--- config.mk ---
export PLATFORM = sky130hd
export DESIGN_NAME = imm_instr_encoder_flat
export DESIGN_NICKNAME = d
export VERILOG_FILES = /design/src/rtl/imm_instr_encoder_if.sv /design/src/rtl/imm_instr_encoder.sv /design/src/flat_wrapper.sv
export SDC_FILE = /design/constraint.sdc
export NUM_CORES = 1
export LEC_CHECK = 0
export CORE_MARGIN = 8
export CORE_UTILIZATION = 42
export CTS_CLUSTER_SIZE = 10
export DETAILED_ROUTE_END_ITERATION = 7
export GPL_ROUTABILITY_DRIVEN = 1
export PLACE_DENSITY = 0.7
export SLEW_MARGIN = 20
export SYNTH_ARGS = -nofsm -noshare
export SYNTH_HDL_FRONTEND = slang
export SYNTH_SLANG_ARGS = --single-unit
--- constraint.sdc ---
create_clock -name CPU_CLK -period 4.2 [get_ports CPU_CLK]
set_input_delay 0.42 -clock CPU_CLK [delete_from_list [all_inputs] [get_ports CPU_CLK]]
set_output_delay 0.42 -clock CPU_CLK [all_outputs]
set_load 0.01 [all_outputs]
--- src/rtl/imm_instr_encoder_if.sv ---
// Field-bundle input, encoded-word output and address-load controls of the
// immediate instruction encoder, bundled for connection as one port.
interface imm_instr_encoder_if #(
  parameter int ADDR_W = 12
);
  logic              in_valid;
  logic              in_ready;
  logic [2:0]        in_type;
  logic [6:0]        in_opcode;
  logic [4:0]        in_rd;
  logic [4:0]        in_rs1;
  logic [4:0]        in_rs2;
  logic [2:0]        in_funct3;
  logic [6:0]        in_funct7;
  logic [31:0]       in_imm;
  logic              out_valid;
  logic              out_ready;
  logic [31:0]       out_instr;
  logic [ADDR_W-1:0] out_addr;
  logic              out_err;
  logic [7:0]        err_count;
  logic              addr_set;
  logic [ADDR_W-1:0] addr_set_val;

  // Producer of field bundles / consumer of encoded words.
  modport master (
    output in_valid, in_type, in_opcode, in_rd, in_rs1, in_rs2, in_funct3,
           in_funct7, in_imm, out_ready, addr_set, addr_set_val,
    input  in_ready, out_valid, out_instr, out_addr, out_err, err_count
  );

  // The encoder itself.
  modport slave (
    input  in_valid, in_type, in_opcode, in_rd, in_rs1, in_rs2, in_funct3,
           in_funct7, in_imm, out_ready, addr_set, addr_set_val,
    output in_ready, out_valid, out_instr, out_addr, out_err, err_count
  );
endinterface

--- src/rtl/imm_instr_encoder.sv ---
// RV32I instruction assembler: registers decoded fields plus immediate legality,
// then packs the word and streams it with an auto-incrementing byte address.
module imm_instr_encoder #(
  parameter int                ADDR_W    = 12,
  parameter logic [ADDR_W-1:0] BASE_ADDR = '0
) (
  input logic            CPU_CLK,
  input logic            CPU_RST,
  imm_instr_encoder_if.slave bus
);

  localparam logic [2:0]  T_NOIMM = 3'd0;
  localparam logic [2:0]  T_ITYPE = 3'd1;
  localparam logic [2:0]  T_STYPE = 3'd2;
  localparam logic [2:0]  T_BTYPE = 3'd3;
  localparam logic [2:0]  T_UTYPE = 3'd4;
  localparam logic [2:0]  T_JTYPE = 3'd5;
  localparam logic [31:0] NOP     = 32'h0000_0013;

  typedef struct packed {
    logic [2:0]  typ;
    logic [6:0]  op;
    logic [4:0]  rd;
    logic [4:0]  rs1;
    logic [4:0]  rs2;
    logic [2:0]  f3;
    logic [6:0]  f7;
    logic [31:0] imm;
    logic        legal;
  } s1_t;

  // vld_q[0] = stage-1 holds a bundle, vld_q[1] = stage-2 holds a word.
  logic [1:0]        vld_q, vld_d;
  s1_t               s1_q, s1_d;
  logic [31:0]       instr_q, instr_d;
  logic              err_q, err_d;
  logic [ADDR_W-1:0] addr_q, addr_d;
  logic [7:0]        errcnt_q, errcnt_d;

  logic        out_fire, s2_free, s1_move, in_rdy, in_fire, legal;
  logic [31:0] packed_w;
  logic        unused_addr_lsb;

  assign unused_addr_lsb = ^bus.addr_set_val[1:0];

  // Ready is built from registered state and out_ready only.
  always_comb begin
    out_fire = vld_q[1] & bus.out_ready;
    s2_free  = ~vld_q[1] | bus.out_ready;
    s1_move  = vld_q[0] & s2_free;
    in_rdy   = ~vld_q[0] | s2_free;
    in_fire  = bus.in_valid & in_rdy;
  end

  // Immediate must sign-extend from the field's top bit; B/J targets are 2-byte aligned.
  always_comb begin
    legal = 1'b0;
    case (bus.in_type)
      T_NOIMM:          legal = 1'b1;
      T_ITYPE, T_STYPE: legal = (&bus.in_imm[31:11]) | ~(|bus.in_imm[31:11]);
      T_BTYPE:          legal = ((&bus.in_imm[31:12]) | ~(|bus.in_imm[31:12]))
                                & ~bus.in_imm[0];
      T_UTYPE:          legal = ~(|bus.in_imm[11:0]);
      T_JTYPE:          legal = ((&bus.in_imm[31:20]) | ~(|bus.in_imm[31:20]))
                                & ~bus.in_imm[0];
      default:          legal = 1'b0;
    endcase
  end

  always_comb begin
    packed_w = NOP;
    case (s1_q.typ)
      T_NOIMM: packed_w = {s1_q.f7, s1_q.rs2, s1_q.rs1, s1_q.f3, s1_q.rd, s1_q.op};
      T_ITYPE: packed_w = {s1_q.imm[11:0], s1_q.rs1, s1_q.f3, s1_q.rd, s1_q.op};
      T_STYPE: packed_w = {s1_q.imm[11:5], s1_q.rs2, s1_q.rs1, s1_q.f3,
                           s1_q.imm[4:0], s1_q.op};
      T_BTYPE: packed_w = {s1_q.imm[12], s1_q.imm[10:5], s1_q.rs2, s1_q.rs1,
                           s1_q.f3, s1_q.imm[4:1], s1_q.imm[11], s1_q.op};
      T_UTYPE: packed_w = {s1_q.imm[31:12], s1_q.rd, s1_q.op};
      T_JTYPE: packed_w = {s1_q.imm[20], s1_q.imm[10:1], s1_q.imm[11],
                           s1_q.imm[19:12], s1_q.rd, s1_q.op};
      default: packed_w = NOP;
    endcase
    if (!s1_q.legal) packed_w = NOP;
  end

  always_comb begin
    vld_d    = vld_q;
    s1_d     = s1_q;
    instr_d  = instr_q;
    err_d    = err_q;
    addr_d   = addr_q;
    errcnt_d = errcnt_q;

    vld_d[0] = in_fire | (vld_q[0] & ~s1_move);
    vld_d[1] = s1_move | (vld_q[1] & ~out_fire);

    if (in_fire) begin
      s1_d = '{typ: bus.in_type, op: bus.in_opcode, rd: bus.in_rd,
               rs1: bus.in_rs1, rs2: bus.in_rs2, f3: bus.in_funct3,
               f7: bus.in_funct7, imm: bus.in_imm, legal: legal};
    end

    // Output word only changes when stage 2 is loaded, so stalls hold it stable.
    if (s1_move) begin
      instr_d = packed_w;
      err_d   = ~s1_q.legal;
    end

    // A load wins over the increment; the word handshaken now keeps the old address.
    if (bus.addr_set)  addr_d = {bus.addr_set_val[ADDR_W-1:2], 2'b00};
    else if (out_fire) addr_d = addr_q + ADDR_W'(4);

    if (out_fire && err_q && (errcnt_q != 8'hFF)) errcnt_d = errcnt_q + 8'd1;
  end

  always_ff @(posedge CPU_CLK) begin
    if (CPU_RST) begin
      vld_q    <= '0;
      s1_q     <= '0;
      instr_q  <= '0;
      err_q    <= 1'b0;
      addr_q   <= BASE_ADDR;
      errcnt_q <= '0;
    end else begin
      vld_q    <= vld_d;
      s1_q     <= s1_d;
      instr_q  <= instr_d;
      err_q    <= err_d;
      addr_q   <= addr_d;
      errcnt_q <= errcnt_d;
    end
  end

  assign bus.in_ready  = in_rdy;
  assign bus.out_valid = vld_q[1];
  assign bus.out_instr = instr_q;
  assign bus.out_addr  = addr_q;
  assign bus.out_err   = err_q;
  assign bus.err_count = errcnt_q;

endmodule

--- src/flat_wrapper.sv ---
// flat-port wrapper written by rule: the top's interface ports become plain ports
module imm_instr_encoder_flat 
#(
  parameter int                ADDR_W    = 12,
  parameter logic [ADDR_W-1:0] BASE_ADDR = '0
)
  (CPU_CLK, CPU_RST, bus_in_valid, bus_in_type, bus_in_opcode, bus_in_rd, bus_in_rs1, bus_in_rs2, bus_in_funct3, bus_in_funct7, bus_in_imm, bus_out_ready, bus_addr_set, bus_addr_set_val, bus_in_ready, bus_out_valid, bus_out_instr, bus_out_addr, bus_out_err, bus_err_count);
  imm_instr_encoder_if #(.ADDR_W(ADDR_W)) bus_i ();
  input logic CPU_CLK;
  input logic CPU_RST;
  input wire logic [$bits(bus_i.in_valid)-1:0] bus_in_valid;
  input wire logic [$bits(bus_i.in_type)-1:0] bus_in_type;
  input wire logic [$bits(bus_i.in_opcode)-1:0] bus_in_opcode;
  input wire logic [$bits(bus_i.in_rd)-1:0] bus_in_rd;
  input wire logic [$bits(bus_i.in_rs1)-1:0] bus_in_rs1;
  input wire logic [$bits(bus_i.in_rs2)-1:0] bus_in_rs2;
  input wire logic [$bits(bus_i.in_funct3)-1:0] bus_in_funct3;
  input wire logic [$bits(bus_i.in_funct7)-1:0] bus_in_funct7;
  input wire logic [$bits(bus_i.in_imm)-1:0] bus_in_imm;
  input wire logic [$bits(bus_i.out_ready)-1:0] bus_out_ready;
  input wire logic [$bits(bus_i.addr_set)-1:0] bus_addr_set;
  input wire logic [$bits(bus_i.addr_set_val)-1:0] bus_addr_set_val;
  output wire logic [$bits(bus_i.in_ready)-1:0] bus_in_ready;
  output wire logic [$bits(bus_i.out_valid)-1:0] bus_out_valid;
  output wire logic [$bits(bus_i.out_instr)-1:0] bus_out_instr;
  output wire logic [$bits(bus_i.out_addr)-1:0] bus_out_addr;
  output wire logic [$bits(bus_i.out_err)-1:0] bus_out_err;
  output wire logic [$bits(bus_i.err_count)-1:0] bus_err_count;
  assign bus_i.in_valid = bus_in_valid;
  assign bus_i.in_type = bus_in_type;
  assign bus_i.in_opcode = bus_in_opcode;
  assign bus_i.in_rd = bus_in_rd;
  assign bus_i.in_rs1 = bus_in_rs1;
  assign bus_i.in_rs2 = bus_in_rs2;
  assign bus_i.in_funct3 = bus_in_funct3;
  assign bus_i.in_funct7 = bus_in_funct7;
  assign bus_i.in_imm = bus_in_imm;
  assign bus_i.out_ready = bus_out_ready;
  assign bus_i.addr_set = bus_addr_set;
  assign bus_i.addr_set_val = bus_addr_set_val;
  assign bus_in_ready = bus_i.in_ready;
  assign bus_out_valid = bus_i.out_valid;
  assign bus_out_instr = bus_i.out_instr;
  assign bus_out_addr = bus_i.out_addr;
  assign bus_out_err = bus_i.out_err;
  assign bus_err_count = bus_i.err_count;
  imm_instr_encoder #(.ADDR_W(ADDR_W), .BASE_ADDR(BASE_ADDR)) u_core (.CPU_CLK(CPU_CLK), .CPU_RST(CPU_RST), .bus(bus_i));
endmodule
---- Yosys cells after proc, flatten, opt, wreduce, memory -nomap -nowiden ----
Index checks and enable logic that the tools add are counted.
operators by class
  reduce and logical (&&, ||, !) cells .... 14
  equal/unequal tests ..................... 11
  multiplexer cells ....................... 5
  add/sub/neg operators ................... 2
  bitwise gates (word level) .............. 24
operator list
  cell                                                 number
  case mux 32 bit (6 select lines)                     1
  two-way mux 32 bit                                   1
  two-way mux 12 bit                                   2
  OR reduction 12 bit                                  2
  AND reduction 21 bit                                 1
  OR reduction 21 bit                                  1
  AND reduction 20 bit                                 1
  OR reduction 20 bit                                  1
  adder 12 x 3 -> 12 bit, second input constant        1
  equality test 3 x 2 -> 1 bit, second input constant  4
  equality test 3 bit, second input constant           4
  AND reduction 12 bit                                 1
  NOT 1 bit                                            10
  adder 8 x 1 -> 8 bit, second input constant          1
  inequality test 8 bit, second input constant         1
  AND 1 bit                                            7
  OR 1 bit                                             7
  equality test 3 x 1 -> 1 bit, second input constant  2
  logical NOT 3 bit                                    2
  case mux 1 bit (5 select lines)                      1
  OR reduction 2 bit                                   2
  logical AND 1 bit                                    2
  nonzero test 2 bit                                   1
storage, ports and cells
  flip-flop bits (word level) ............. 123
  bits of input ports ..................... 84
  logic and storage cells ................. 71
  output and inout bits ................... 55

---- Logic depth before layout (Yosys ltp) ----
  depth after elaboration ................. 6
  gate-level depth with buffers ........... 8
  mapped depth without buffers ............ 6

---- Worst setup path after synthesis ----
No wires, ideal clock.
  kind .................................... input-to-reg
  start point ............................. in bus_in_imm[12]
  end point ............................... reg u_core.s1_q[0] (netlist name)
  arrival ................................. 1556 ps
  buffers on the path ..................... 0
  stages on the path ...................... 5
  setup time .............................. 59 ps
  setup slack ............................. 2585 ps
  required time ........................... 4141 ps
  cells stage by stage .................... or4_1 -> o21ai_1 -> a22oi_1 -> nor4b_2 -> o31a_1
on the way
  word-level cells in the longest chain between the ends .. 5
  elaborated cells on any way between the ends .. 10
  those cells by class .................... mux (1); bitwise (5); reduce/logical (4)
RTL lines
  element                              RTL line                  text
  from (decl)                          flat_wrapper.sv:19        input wire logic [$bits(bus_i.in_imm)-1:0] bus_in_imm;
  OR reduction 20 bit                  imm_instr_encoder.sv:61   T_BTYPE: legal = ((&bus.in_imm[31:12]) | ~(|bus.in_imm[31:12]))
  NOT 1 bit                            imm_instr_encoder.sv:61
  OR 1 bit                             imm_instr_encoder.sv:61
  AND 1 bit                            imm_instr_encoder.sv:62   & ~bus.in_imm[0];
  case mux 1 bit (5 select lines) (*)  imm_instr_encoder.sv:58   case (bus.in_type)
  to (signal assigned)                 imm_instr_encoder.sv:120  s1_q <= '0;
  to (signal assigned)                 imm_instr_encoder.sv:127  s1_q <= s1_d;
  to (decl)                            imm_instr_encoder.sv:34   s1_t s1_q, s1_d;
Mark *: on every way between the ends. The rest lies on a longest branch, timed or not.
A chain may end at the register's enable or synchronous reset.

---- Worst setup path after layout ----
  start point ............................. reg u_core.s1_q[66] (netlist name)
  end point ............................... reg u_core.instr_q[23], in the netlist u_core.bus.out_instr[23]
on the way
  word-level cells in the longest chain between the ends .. 3
  elaborated cells on any way between the ends .. 8
  those cells by class .................... eq/ne (5); mux (2); reduce/logical (1)
RTL lines
  element                                            RTL line                  text
  equality test 3 bit, or another cell as far along  imm_instr_encoder.sv:72   case (s1_q.typ)
  case mux 32 bit (6 select lines) (*)               imm_instr_encoder.sv:72
  two-way mux 32 bit (*)                             imm_instr_encoder.sv:84   if (!s1_q.legal) packed_w = NOP;
  to (signal assigned)                               imm_instr_encoder.sv:128  instr_q <= instr_d;
  to (decl)                                          imm_instr_encoder.sv:35   logic [31:0] instr_q, instr_d;
Marks and branches as above.

==> results.md <==
- Initial antenna violation count: 0
- Pre-CTS WS: 1.469 ns
- Vias in the first global route: 4822
- Final hold vios: 0
- Status: complete, no violations
- Max FO, Critical Path: 30
- EDFF count, synth: 0
- Max Clk Rate: 0.4068 GHz
- Total track usage: 18.14%
- Sequential group share of total power: 39.9%
- 1st-pass router iterations: 5
- Cts repair resizes: 0
- Worst Setup Start Kind: register
- Final net count: 842
- Clock root cell: clkbuf_16
- P_sw: 0.0006999 W
- DRC: 0
- Die height: 127.6 um
- Register bit total from synthesis: 121
- DRT iter0 DRCs: 417
- Comb pwr share: 9.2%
- Critical R2R Capture: u_core.bus.out_instr[23]
- CP top delay family: flip-flops
- Largest net degree at the start of global routing: 73
- Hold path startpoint: u_core.s1_q[63]
- Final period utilization: 58.53%
- CP Capture Type: register
- Final-report max-slew violation count: 0
- Hold Crit Depth: 2
- Worst Path Class, Setup: register to register
- Mean routed wirelength per cell: 15.86 um
- Vias: 4975
- Initial core utilization: 43.36%
- Port bufs: 134
- Worst r2r src: u_core.s1_q[66]
- Reg clk slew, reported paths: 0.06 ns
- CTS sink cnt: 121
- Clock Tree Buf Depth: 2
- Asr flop ratio synth: 0%
- Dpl cells: 905
- Antenna Cells: 0
- I/O pins: 139
- Post-synth top flop: dfxtp_1
- Cell Int Power: 0.002409 W
- Worst Clk Skew: 0.01025 ns
- Setup Buffers After CTS: 0
- Grt total ovfl: 0
- Setup TNS: 0 ns
- R2r worst-path depth: 5
- Sw Ratio: 22.51%
- Die area: 16280 um2
- WL final: 14860 um
- PD cells: 428.1 nW/um2
- Post-Syn Area: 5230 um2
- CP max stage cell: dfxtp_1
- Ratio of cells with drive above 1 in the final layout: 9.233%
- Slowest stage delay, CP: 0.99 ns
- CTS tree: done
- Synth warn: 0
- WP data arrival: 2.79 ns
- Slew Limit Headroom: 32.33%
- Clock Power Share: 50.9%
- Most frequent cells in the layout: nand2_1, clkdlybuf4s50_1, dfxtp_1
- Core area: 12060 um2
- VDD IR max: 0.3222 mV
- Hpwl dp: 10850 um
- Hold EP: u_core.s1_q[63]
- Final ANT Viol Nets: 0
- Row count: 40
- CTS Hold Bufs: 0
- Crit path time final: 2.458 ns
- Clock latency on the worst-skew pair: 0.40 ns
- R2R setup slack: 1.74 ns
- Vias per inst: 5.309
- Avg Cell Area, Syn: 8.134 um2
- Leak: 2.614 nW
- Max-Cap Viols: 0
- Commonest non-fill, non-tap cell in the layout: nand2_1
- Global-route wire length before repair: 24070 um
- Final core occ: 60.22%
- Register area share after synthesis: 46.32%
- Htree depth: 4
- Post-Synthesis Cells: 643
- Worst Tran Pin Value: 1.014 ns
- Synth cell types: 54
- RSZ-0062 raised after global routing: no
- Critical path buffers and inverters: 1
- Final Wtd Congestion: 0.8773
- CP cell instances: clkinv_1, a21oi_1, o2bb2ai_1, a22oi_2, nor2_1
- Required time worst endpoint: 4.53 ns
- Min-Delay Path Class: register to register
- Num CTS Buffers: 17
- Final setup fails: 0
- Area Overhead vs Synth: 38.88%
- Final setup margin: 1.742 ns
- Final std cells w/o fill: 937
- Die span in x: 127.6 um
[stage by stage]
step	hold WS (ns)	power [W]	instance area, um2
2_1_floorplan	0.4357	0.001403	5234
3_3_place_gp	0.4437	0.001541	6605
3_5_place_dp	0.4478	0.001548	6605
4_1_cts	0.4553	0.003127	7263
5_1_grt	0.4675	0.003216	7263
6_report	0.4556	0.003109	7263
[cell usage after synthesis (all sizes together) (2+ instances only)]
cell type | count | area [um2]
dfxtp | 121 | 2422
a21oi | 79 | 395.4
xnor2 | 7 | 61.31
a22oi | 44 | 430.4
a22o | 6 | 52.55
o2bb2ai | 3 | 26.28
o21ai | 5 | 25.02
a2bb2oi | 2 | 17.52
nand2 | 162 | 610.6
inv | 13 | 48.79
nand3 | 9 | 45.04
nor3 | 11 | 55.05
or3 | 2 | 12.51
nor2 | 59 | 221.5
xor2 | 9 | 78.83
nand3b | 2 | 18.77
mux2i | 6 | 60.06
nand4 | 6 | 37.54
buf | 19 | 121.4
ha | 2 | 25.02
and3 | 3 | 18.77
a211oi | 2 | 20.02
o2111ai | 2 | 23.77
or4 | 3 | 26.27
o22ai | 14 | 87.58
nor4 | 7 | 50.05
clkbuf | 28 | 105.1
a311oi | 2 | 17.52
and2 | 2 | 12.51
[area by class of cell]
type,count,area (um2)
tap,168,210.2
timing repair buffer,140,1384
clock buffer,22,494.2
clock inverter,10,163.9
fill,1076,4798
multi-input combinational,462,2536
inverter,14,52.55
sequential,121,2422
[cell families (layout without fill, tap and decap cells)]
kind of cell	Yosys count	count (layout)	synth area share [%]
other cells	1	2	0.07170
xor+xnor	16	16	2.680
simple gates	271	271	21.99
compound gates	164	164	21.77
fa+ha+maj	2	2	0.4784
flops	121	121	46.32
mux	7	7	1.364
buf+inv	61	186	5.335
[tightest hold or removal path: stages (launching register included)]
cell	delay, ns
dfxtp_1	0.30
nand2_1	0.05
a21oi_1	0.05
[power groups by stage]
stage,Combinational [W],Sequential (W),Clock [W]
finish,0.000286,0.00124,0.00158
CTS,0.000287,0.00124,0.00160
detailed placement,0.000285,0.00126,0
global route,0.000314,0.00125,0.00166
floorplan,0.000154,0.00125,0
global placement,0.000280,0.00126,0
[how the worst max path moves through the flow]
stage,cells after the start,start,slack (ns),to
after global placement,6,bus_out_ready,1.53,u_core.s1_q[61]
after floorplan,5,bus_in_imm[12],2.59,u_core.s1_q[0]
after global routing,5,u_core.s1_q[66],1.50,u_core.bus.out_instr[24]
after detailed placement,6,bus_out_ready,1.47,u_core.s1_q[61]
after CTS,5,u_core.s1_q[66],1.77,u_core.bus.out_instr[20]
final,5,u_core.s1_q[66],1.74,u_core.bus.out_instr[23]
[flip-flops by register name (all words and copies together) (netlist names)]
register	cells
u_core.bus.out_instr	32
u_core.bus.err_count	8
u_core.s1_q	68
u_core.bus.out_addr	10
u_core.bus.out_err	1
u_core.vld_q	2
[layer usage]
layer  part of all wire, %  vias up  track usage (%)
met2                    47      173            29.09
met1                    46     2350            23.21
met4                  0.84        0            6.084
met3                   6.9        9            4.617
li1                      -     2443                -
met5                     0        -                0
No activity file was read; power rests on OpenSTA's default activity.
